### src/rtl/mux_rr_arbiter_8.sv
// Round-robin / fixed-priority arbiter for an 8-input byte mux. It captures the
// winner's byte and holds it under valid/ready until the consumer accepts it.
module mux_rr_arbiter_8 #(
  parameter int DATA_W = 8,
  parameter int CNT_W  = 16
) (
  input  logic                clk,
  input  logic                rst,
  input  logic [7:0]          req,
  input  logic [8*DATA_W-1:0] in_data,
  input  logic                fixed_prio,
  input  logic                out_ready,
  output logic [2:0]          sel,
  output logic [7:0]          grant,
  output logic [7:0]          ack,
  output logic                out_valid,
  output logic [DATA_W-1:0]   out_data,
  output logic [CNT_W-1:0]    xfer_cnt,
  output logic                busy
);

  typedef enum logic {ST_IDLE = 1'b0, ST_BUSY = 1'b1} state_e;

  state_e              state_q, state_d;
  logic [2:0]          ptr_q, ptr_d;
  logic [2:0]          sel_q, sel_d;
  logic [7:0]          grant_q, grant_d;
  logic [7:0]          ack_q, ack_d;
  logic                out_valid_q, out_valid_d;
  logic [DATA_W-1:0]   out_data_q, out_data_d;
  logic [CNT_W-1:0]    xfer_cnt_q, xfer_cnt_d;
  logic                busy_q, busy_d;

  logic                win_found_s;
  logic [2:0]          win_s;
  logic [2:0]          cand_s;

  // Winner search: scan from ptr with wrap (round-robin) or from 0 (fixed).
  always_comb begin
    win_found_s = 1'b0;
    win_s       = 3'd0;
    cand_s      = 3'd0;
    for (int k = 0; k < 8; k++) begin
      if (fixed_prio) begin
        cand_s = 3'(k);
      end else begin
        cand_s = ptr_q + 3'(k);
      end
      if (!win_found_s && req[cand_s]) begin
        win_found_s = 1'b1;
        win_s       = cand_s;
      end else begin
        win_found_s = win_found_s;
      end
    end
  end

  always_comb begin
    state_d     = state_q;
    ptr_d       = ptr_q;
    sel_d       = sel_q;
    grant_d     = grant_q;
    ack_d       = 8'h00;
    out_valid_d = out_valid_q;
    out_data_d  = out_data_q;
    xfer_cnt_d  = xfer_cnt_q;
    busy_d      = busy_q;
    case (state_q)
      ST_IDLE: begin
        grant_d = 8'h00;
        if (win_found_s) begin
          state_d     = ST_BUSY;
          sel_d       = win_s;
          grant_d     = 8'h01 << win_s;
          ack_d       = 8'h01 << win_s;
          out_data_d  = in_data[32'(win_s) * DATA_W +: DATA_W];
          out_valid_d = 1'b1;
          busy_d      = 1'b1;
        end else begin
          state_d = ST_IDLE;
        end
      end
      ST_BUSY: begin
        // Request and data inputs are ignored here; only the accept matters.
        if (out_valid_q && out_ready) begin
          state_d     = ST_IDLE;
          out_valid_d = 1'b0;
          grant_d     = 8'h00;
          busy_d      = 1'b0;
          xfer_cnt_d  = xfer_cnt_q + CNT_W'(1);
          ptr_d       = sel_q + 3'd1;
        end else begin
          state_d = ST_BUSY;
        end
      end
      default: begin
        state_d     = ST_IDLE;
        grant_d     = 8'h00;
        out_valid_d = 1'b0;
        busy_d      = 1'b0;
      end
    endcase
  end

  always_ff @(posedge clk or posedge rst) begin
    if (rst) begin
      state_q     <= ST_IDLE;
      ptr_q       <= 3'd0;
      sel_q       <= 3'd0;
      grant_q     <= 8'h00;
      ack_q       <= 8'h00;
      out_valid_q <= 1'b0;
      out_data_q  <= '0;
      xfer_cnt_q  <= '0;
      busy_q      <= 1'b0;
    end else begin
      state_q     <= state_d;
      ptr_q       <= ptr_d;
      sel_q       <= sel_d;
      grant_q     <= grant_d;
      ack_q       <= ack_d;
      out_valid_q <= out_valid_d;
      out_data_q  <= out_data_d;
      xfer_cnt_q  <= xfer_cnt_d;
      busy_q      <= busy_d;
    end
  end

  assign sel       = sel_q;
  assign grant     = grant_q;
  assign ack       = ack_q;
  assign out_valid = out_valid_q;
  assign out_data  = out_data_q;
  assign xfer_cnt  = xfer_cnt_q;
  assign busy      = busy_q;

endmodule
### config.mk
export PLATFORM = sky130hd
export DESIGN_NAME = mux_rr_arbiter_8
export DESIGN_NICKNAME = d
export VERILOG_FILES = /design/src/rtl/mux_rr_arbiter_8.sv
export SDC_FILE = /design/constraint.sdc
export NUM_CORES = 1
export LEC_CHECK = 0
export BUFFER_PORTS_ARGS = -buffer_cell sky130_fd_sc_hd__buf_4
export CAP_MARGIN = 20
export CORE_UTILIZATION = 51
export CTS_CLUSTER_DIAMETER = 60
export DETAILED_ROUTE_END_ITERATION = 6
export MAX_ROUTING_LAYER = met4
export PLACE_DENSITY = 0.87
export SKIP_LAST_GASP = 1
export SLEW_MARGIN = 20
export SYNTH_ARGS = -nofsm -noshare
export SYNTH_HDL_FRONTEND = slang
export SYNTH_SLANG_ARGS = --single-unit
### constraint.sdc
create_clock -name clk -period 3.7 [get_ports clk]
set_input_delay 0.74 -clock clk [delete_from_list [all_inputs] [get_ports clk]]
set_output_delay 0.74 -clock clk [all_outputs]
set_load 0.005 [all_outputs]
==> flow_summary.ini, run 1 <==
[drt]
via_per_inst = 5.857
totalWireLength_um = 9786
vias = 3368
firstDrtPassIters = 6
wl_per_cell_um = 17.02
drc = 2
ant_nets = 0
drt_iter0_markers = 162

[clock_tree]
ctsHtreeMaxLevel = 2
cts_tree = built
cts_sinks = 48
clk_latency_ns = 0.30
hold_buffers = 0
numCtsBuffers = 5
clockBufferDepth = 2
path_clk_slew_ns = 0.09
cts_root_buffer = clkbuf_8

[sta]
worst_slew_pin_slew_ns = 0.9605
clock.fmax_ghz = 0.2879
rsz0062_at_grt = false
relSlewSlack_pct = 35.39
fin_tns_setup_ns = 0
setup_slack_ns = 0.2261
fin_skew_ns = 0.005776
hold_viol = 0
setup_viol = 0
worst_hold_slack_ns = 0.4857
fin_crit_sh_pct = 93.89
post-route-min-period_ns = 3.474
slew_violations = 0

[final_layout]
antennaDiodeCount = 0
drive_above_1_share_pct = 35.94
area_growth_pct = 34.83
finish.net_count = 577
fin_cells = 575
fin_area_um2 = 4683
fill_cells = 469
finalCoreUtilization_pct = 72.51

[place]
preCtsSetupSlack_ns = 0.04719
hpwl_um = 7878
io_buffers = 120
dp_cells = 567
placedInstanceArea_um2 = 4574
place_congestion = 0.9436

[synth]
syn-mean-instance-area_um2 = 9.568
synth-edff-count = 0
synth.ff_latch_count = 48
yosysUniqueCellTypes = 60
syn_area_um2 = 3473
async_reset_ff_share_pct = 100.0
synthCells = 363
synth_seq_area_share_pct = 34.58
synth_ff_type = dfrtp_1
synth_nets = 443
synth_warnings = 0

[setup_path]
critical_path_arrival_ns = 3.72
cp-end-kind = flip-flop
start_kind = flip-flop
cp_max_fo = 16
cp_common_cell = buf_4
path_cells = buf_4 -> ha_1 -> xnor2_1 -> nor2_1 -> mux2_2 -> a31o_2 -> a32oi_1 -> mux2i_1 -> o211ai_1 -> buf_4 -> inv_1 -> nor4_1 -> a21o_1
max_stage_delay_ns = 0.49
path_class = flip-flop to flip-flop
rr_worst_depth = 13
required_ns = 3.95
r2r_setup_slack_ns = 0.23
cp_slowest_cell = dfrtp_2

[floorplan]
die-area_um2 = 7144
die_h_um = 84.53
std_cell_rows = 29
die_w_um = 84.53
core_um2 = 6459
io_pins = 121
start_util_pct = 53.78

[global_route]
grt_pass1_vias = 3443
grt_remaining_overflow = 0
antenna_found_initial = 0
track_usage_pct = 29.09
grt_pass1_wl_um = 16030
grt_max_degree = 49

[hold_path]
min_path_type = flip-flop to flip-flop
whs_path_depth = 1

[flow_run]
max_cap_viol_count = 0

[pwr]
ir_drop_mv = 0.4543
p_leak_nw = 2.478
p_per_area_nw_per_um2 = 850.7
p_total_mw = 3.984

[outcome]
violations = design-rule violations
run_status = finished, violations left
## Yosys cell counts, drive strengths merged (4+ instances only)
| cell type | n | area [um^2] |
|---|---|---|
| nand2 | 34 | 130.1 |
| xor2 | 6 | 52.55 |
| ha | 4 | 50.05 |
| nor2 | 24 | 90.09 |
| o2111ai | 4 | 35.03 |
| o221ai | 6 | 52.55 |
| and3 | 5 | 31.28 |
| nand4 | 4 | 25.02 |
| nand3 | 9 | 45.04 |
| a21oi | 11 | 55.05 |
| o22ai | 5 | 31.28 |
| xnor2 | 15 | 131.4 |
| inv | 12 | 45.04 |
| nand3b | 4 | 30.03 |
| dfrtp | 48 | 1201 |
| mux2i | 66 | 660.6 |
| mux2 | 6 | 71.31 |
| a21o | 8 | 60.06 |
| o211ai | 4 | 30.03 |
| buf | 18 | 150.1 |
| nor3 | 7 | 45.04 |
| o21ai | 20 | 107.6 |
| or2 | 4 | 25.03 |
## sequential cells by signal (all words and copies together), names as in the netlist
signal and count:
busy 1, out_data 8, grant 8, xfer_cnt 16, ptr_q 3, sel 3
state_q 1, ack 8
## worst paths after layout
path,start,end
max in group asynchronous,rst,ptr_q[1]
max reg2reg,ptr_q[0],grant[7]
max,ptr_q[0],grant[7]
min in group asynchronous,rst,ack[1]
min reg2reg,grant[3],grant[3]
min,grant[3],grant[3]
## report_power, final
| part | total (mW) | leakage (nW) | switching, mW | internal [mW] |
|---|---|---|---|---|
| Sequential | 0.871 | 0.626 | 0.174 | 0.697 |
| Clock | 0.334 | 0.0434 | 0.183 | 0.152 |
| Combinational | 2.78 | 1.81 | 1.41 | 1.37 |
| Total | 3.98 | 2.48 | 1.77 | 2.22 |
## cell usage in the layout (no fill, tap or decap), drive strengths merged, types with 6 or more instances in the layout
master    n
a21o      8
a21oi    11
buf     146
clkbuf    6
dfrtp    48
inv      11
mux2      6
mux2i    66
nand2    34
nand3     9
nor2     24
nor3      7
o21ai    20
o221ai    6
xnor2    15
xor2      6
## cell families after synthesis
kind of cell | after synthesis | synth area share, %
fa+ha+maj | 4 | 1.441
mux | 73 | 21.72
xor+xnor | 21 | 5.295
simple gates | 107 | 15.20
compound gates | 79 | 16.03
buf+inv | 31 | 5.727
flops | 48 | 34.58
## final cells by class
cell class                      instances  area, um^2  share of cell area [%]
Tap cell                               77       96.34                   2.057
Multi-Input combinational cell        284        2093                   44.70
Clock buffer                            6       82.58                   1.763
Clock inverter                          2       15.01                  0.3206
Sequential cell                        48        1204                   25.70
Inverter                               12       46.29                  0.9885
Timing Repair Buffer                  146        1146                   24.47
## worst max-delay path, delay by kind of cell, from the launching register on
kind	cells	cell delay (ns)
muxes	2	0.49
DFF	1	0.49
adders and majority gates	1	0.25
AOI/OAI and AO/OA	4	0.75
xor gates and xnor gates	1	0.17
buffers and inverters	3	0.58
and+or+nand+nor	2	0.70
## what timing repair did
item,CTS,global route
setup buffers,0,0
endpoints found under the hold margin,0,0
gates resized for setup,0,4
setup endpoints to repair,0,17
## routing by layer
metal	up-vias	wire [um]	GRT usage (%)
li1	1588	-	-
met1	1590	3976	34.28
met2	159	4937	49.67
met3	31	493	3.736
met4	0	378	13.25
met5	-	0	-
No activity file was read; power rests on OpenSTA's default activity.
==> run 2, diff against run 1 <==
==> constraint.sdc (replaced) <==
create_clock -name clk -period 3.7 [get_ports clk]
set_input_delay 0.185 -clock clk [delete_from_list [all_inputs] [get_ports clk]]
set_output_delay 0.185 -clock clk [all_outputs]
set_load 0.005 [all_outputs]
==> run 2 against run 1 <==
  * Critical path depth down 3
  * Maximum frequency up 1.1%
  * Global-route usage down 0.71 points
  * Clock-buffer cell count up 1
  * Die area unchanged
  * Wire length up 0.21%
  * First-iteration DRC count up 19%
  * The run still ends with design-rule violations left
==> flow_summary.ini, run 2 (same netlist as run 1, synthesis figures left out) <==
[drt]
wl_per_cell_um = 17.45
drc = 2
via_per_inst = 5.877
firstDrtPassIters = 6
ant_nets = 0
drt_iter0_markers = 193
vias = 3303
totalWireLength_um = 9807

[pwr]
p_per_area_nw_per_um2 = 852.0
p_leak_nw = 2.407
p_total_mw = 3.882
ir_drop_mv = 0.4356

[sta]
worst_slew_pin_slew_ns = 1.103
slew_violations = 0
setup_viol = 0
post-route-min-period_ns = 3.436
relSlewSlack_pct = 25.81
clock.fmax_ghz = 0.2911
hold_viol = 0
fin_skew_ns = 0.01099
fin_crit_sh_pct = 92.86

[floorplan]
io_pins = 121
die_w_um = 84.53
die-area_um2 = 7144
core_um2 = 6459
std_cell_rows = 29
start_util_pct = 53.78
die_h_um = 84.53

[hold_path]
min_path_type = input pin to async pin

[final_layout]
area_growth_pct = 31.16
finish.net_count = 564
final_common_cell = buf_4
drive_above_1_share_pct = 33.81
largest_register_ff_count = 16
fill_cells = 483
antennaDiodeCount = 0
layout_common_cells = buf_4 (131), mux2i_1 (66), dfrtp_1 (46), nand2_1 (33), nor2_1 (24)
fin_area_um2 = 4556

[clock_tree]
clk_latency_ns = 0.30
cts_root_buffer = clkbuf_8
cts_tree = built
clockBufferDepth = 2
ctsHtreeMaxLevel = 2
numCtsBuffers = 5
cts_sinks = 48
path_clk_slew_ns = 0.09

[setup_path]
path_class = flip-flop to flip-flop
cp-end-kind = flip-flop
max_stage_delay_ns = 0.51
path_cells = nor2b_1 -> mux2_4 -> o41ai_1 -> o22ai_1 -> or2_0 -> o211ai_1 -> buf_12 -> inv_1 -> nor4_1 -> a21o_1
required_ns = 3.95
cp_slowest_cell = o41ai_1
start_kind = flip-flop
critical_path_arrival_ns = 3.68
cp_max_fo = 22

[place]
hpwl_um = 7521
placedInstanceArea_um2 = 4414
io_buffers = 120
place_congestion = 0.9877

[global_route]
grt_pass1_vias = 3190
track_usage_pct = 28.38
grt_pass1_wl_um = 15550
grt_remaining_overflow = 0
grt_max_degree = 49
antenna_found_initial = 0

[outcome]
violations = design-rule violations
run_status = finished, violations left

[flow_run]
max_cap_viol_count = 0
==> run 2: layer usage <==
layer	global-route usage [%]	up-vias	share of wire [%]
met2	49.45	148	52
met5	-	-	0
met1	34.84	1565	41
met4	8.475	0	2.0
li1	-	1571	-
met3	2.950	19	5.2
==> run 2: stage by stage <==
stage,hold slack [ns],util (%),TNS [ns],worst slack [ns],std cells
after floorplan,0.4058,-,0,0.3169,363
after global placement,0.4623,68.35,0,0.2540,549
after detailed placement,0.4652,68.35,0,0.1834,549
after CTS,0.1427,69.80,0,0.1808,557
after global routing,0.07248,70.53,-0.02301,-0.02301,562
final,0.01251,70.53,0,0.2643,562
==> run 2: where the power goes <==
part           switching (mW)  total (mW)  leakage, nW  internal, mW
registers               0.185       0.881        0.626         0.697
clock network           0.173       0.325       0.0445         0.152
logic                    1.39        2.68         1.74          1.28
==> run 2: path summary, 6_finish.rpt <==
kind | startpoint | to | slack, ns | cells after the start
setup / recovery | ptr_q[0] | grant[7] | 0.26 | 10
hold reg to reg | grant[1] | grant[1] | 0.49 | 1
hold / removal | rst | grant[0] | 0.01 | 2
setup reg to reg | ptr_q[0] | grant[7] | 0.26 | 10
min in group clk | out_ready | xfer_cnt[2] | 0.23 | 3
max in group asynchronous | rst | ptr_q[0] | 3.15 | 2
==> run 2: layout make-up <==
type                       instances  area (um^2)  share of cell area, %
clock buffer                       7        86.33                  1.895
clock inverter                     1        7.507                 0.1648
inverter                          12        46.29                  1.016
multi-input combinational        284         2092                  45.92
sequential                        48         1204                  26.42
tap                               77        96.34                  2.115
timing repair buffer             133         1023                  22.47
==> run 2: repair_timing <==
| action | CTS | global route |
|---|---|---|
| setup buffers | 0 | 5 |
| resized for setup | 0 | 3 |
| setup endpoints to repair | 0 | 22 |
| hold buffers | 0 | 0 |
==> run 2: worst max-delay path, delay by kind of cell (launching register included) <==
kind / cells / cell delay, ns
simple gates: 3 / 0.98
mux: 1 / 0.35
compound gates: 4 / 1.20
flops: 1 / 0.49
buf+inv: 2 / 0.37
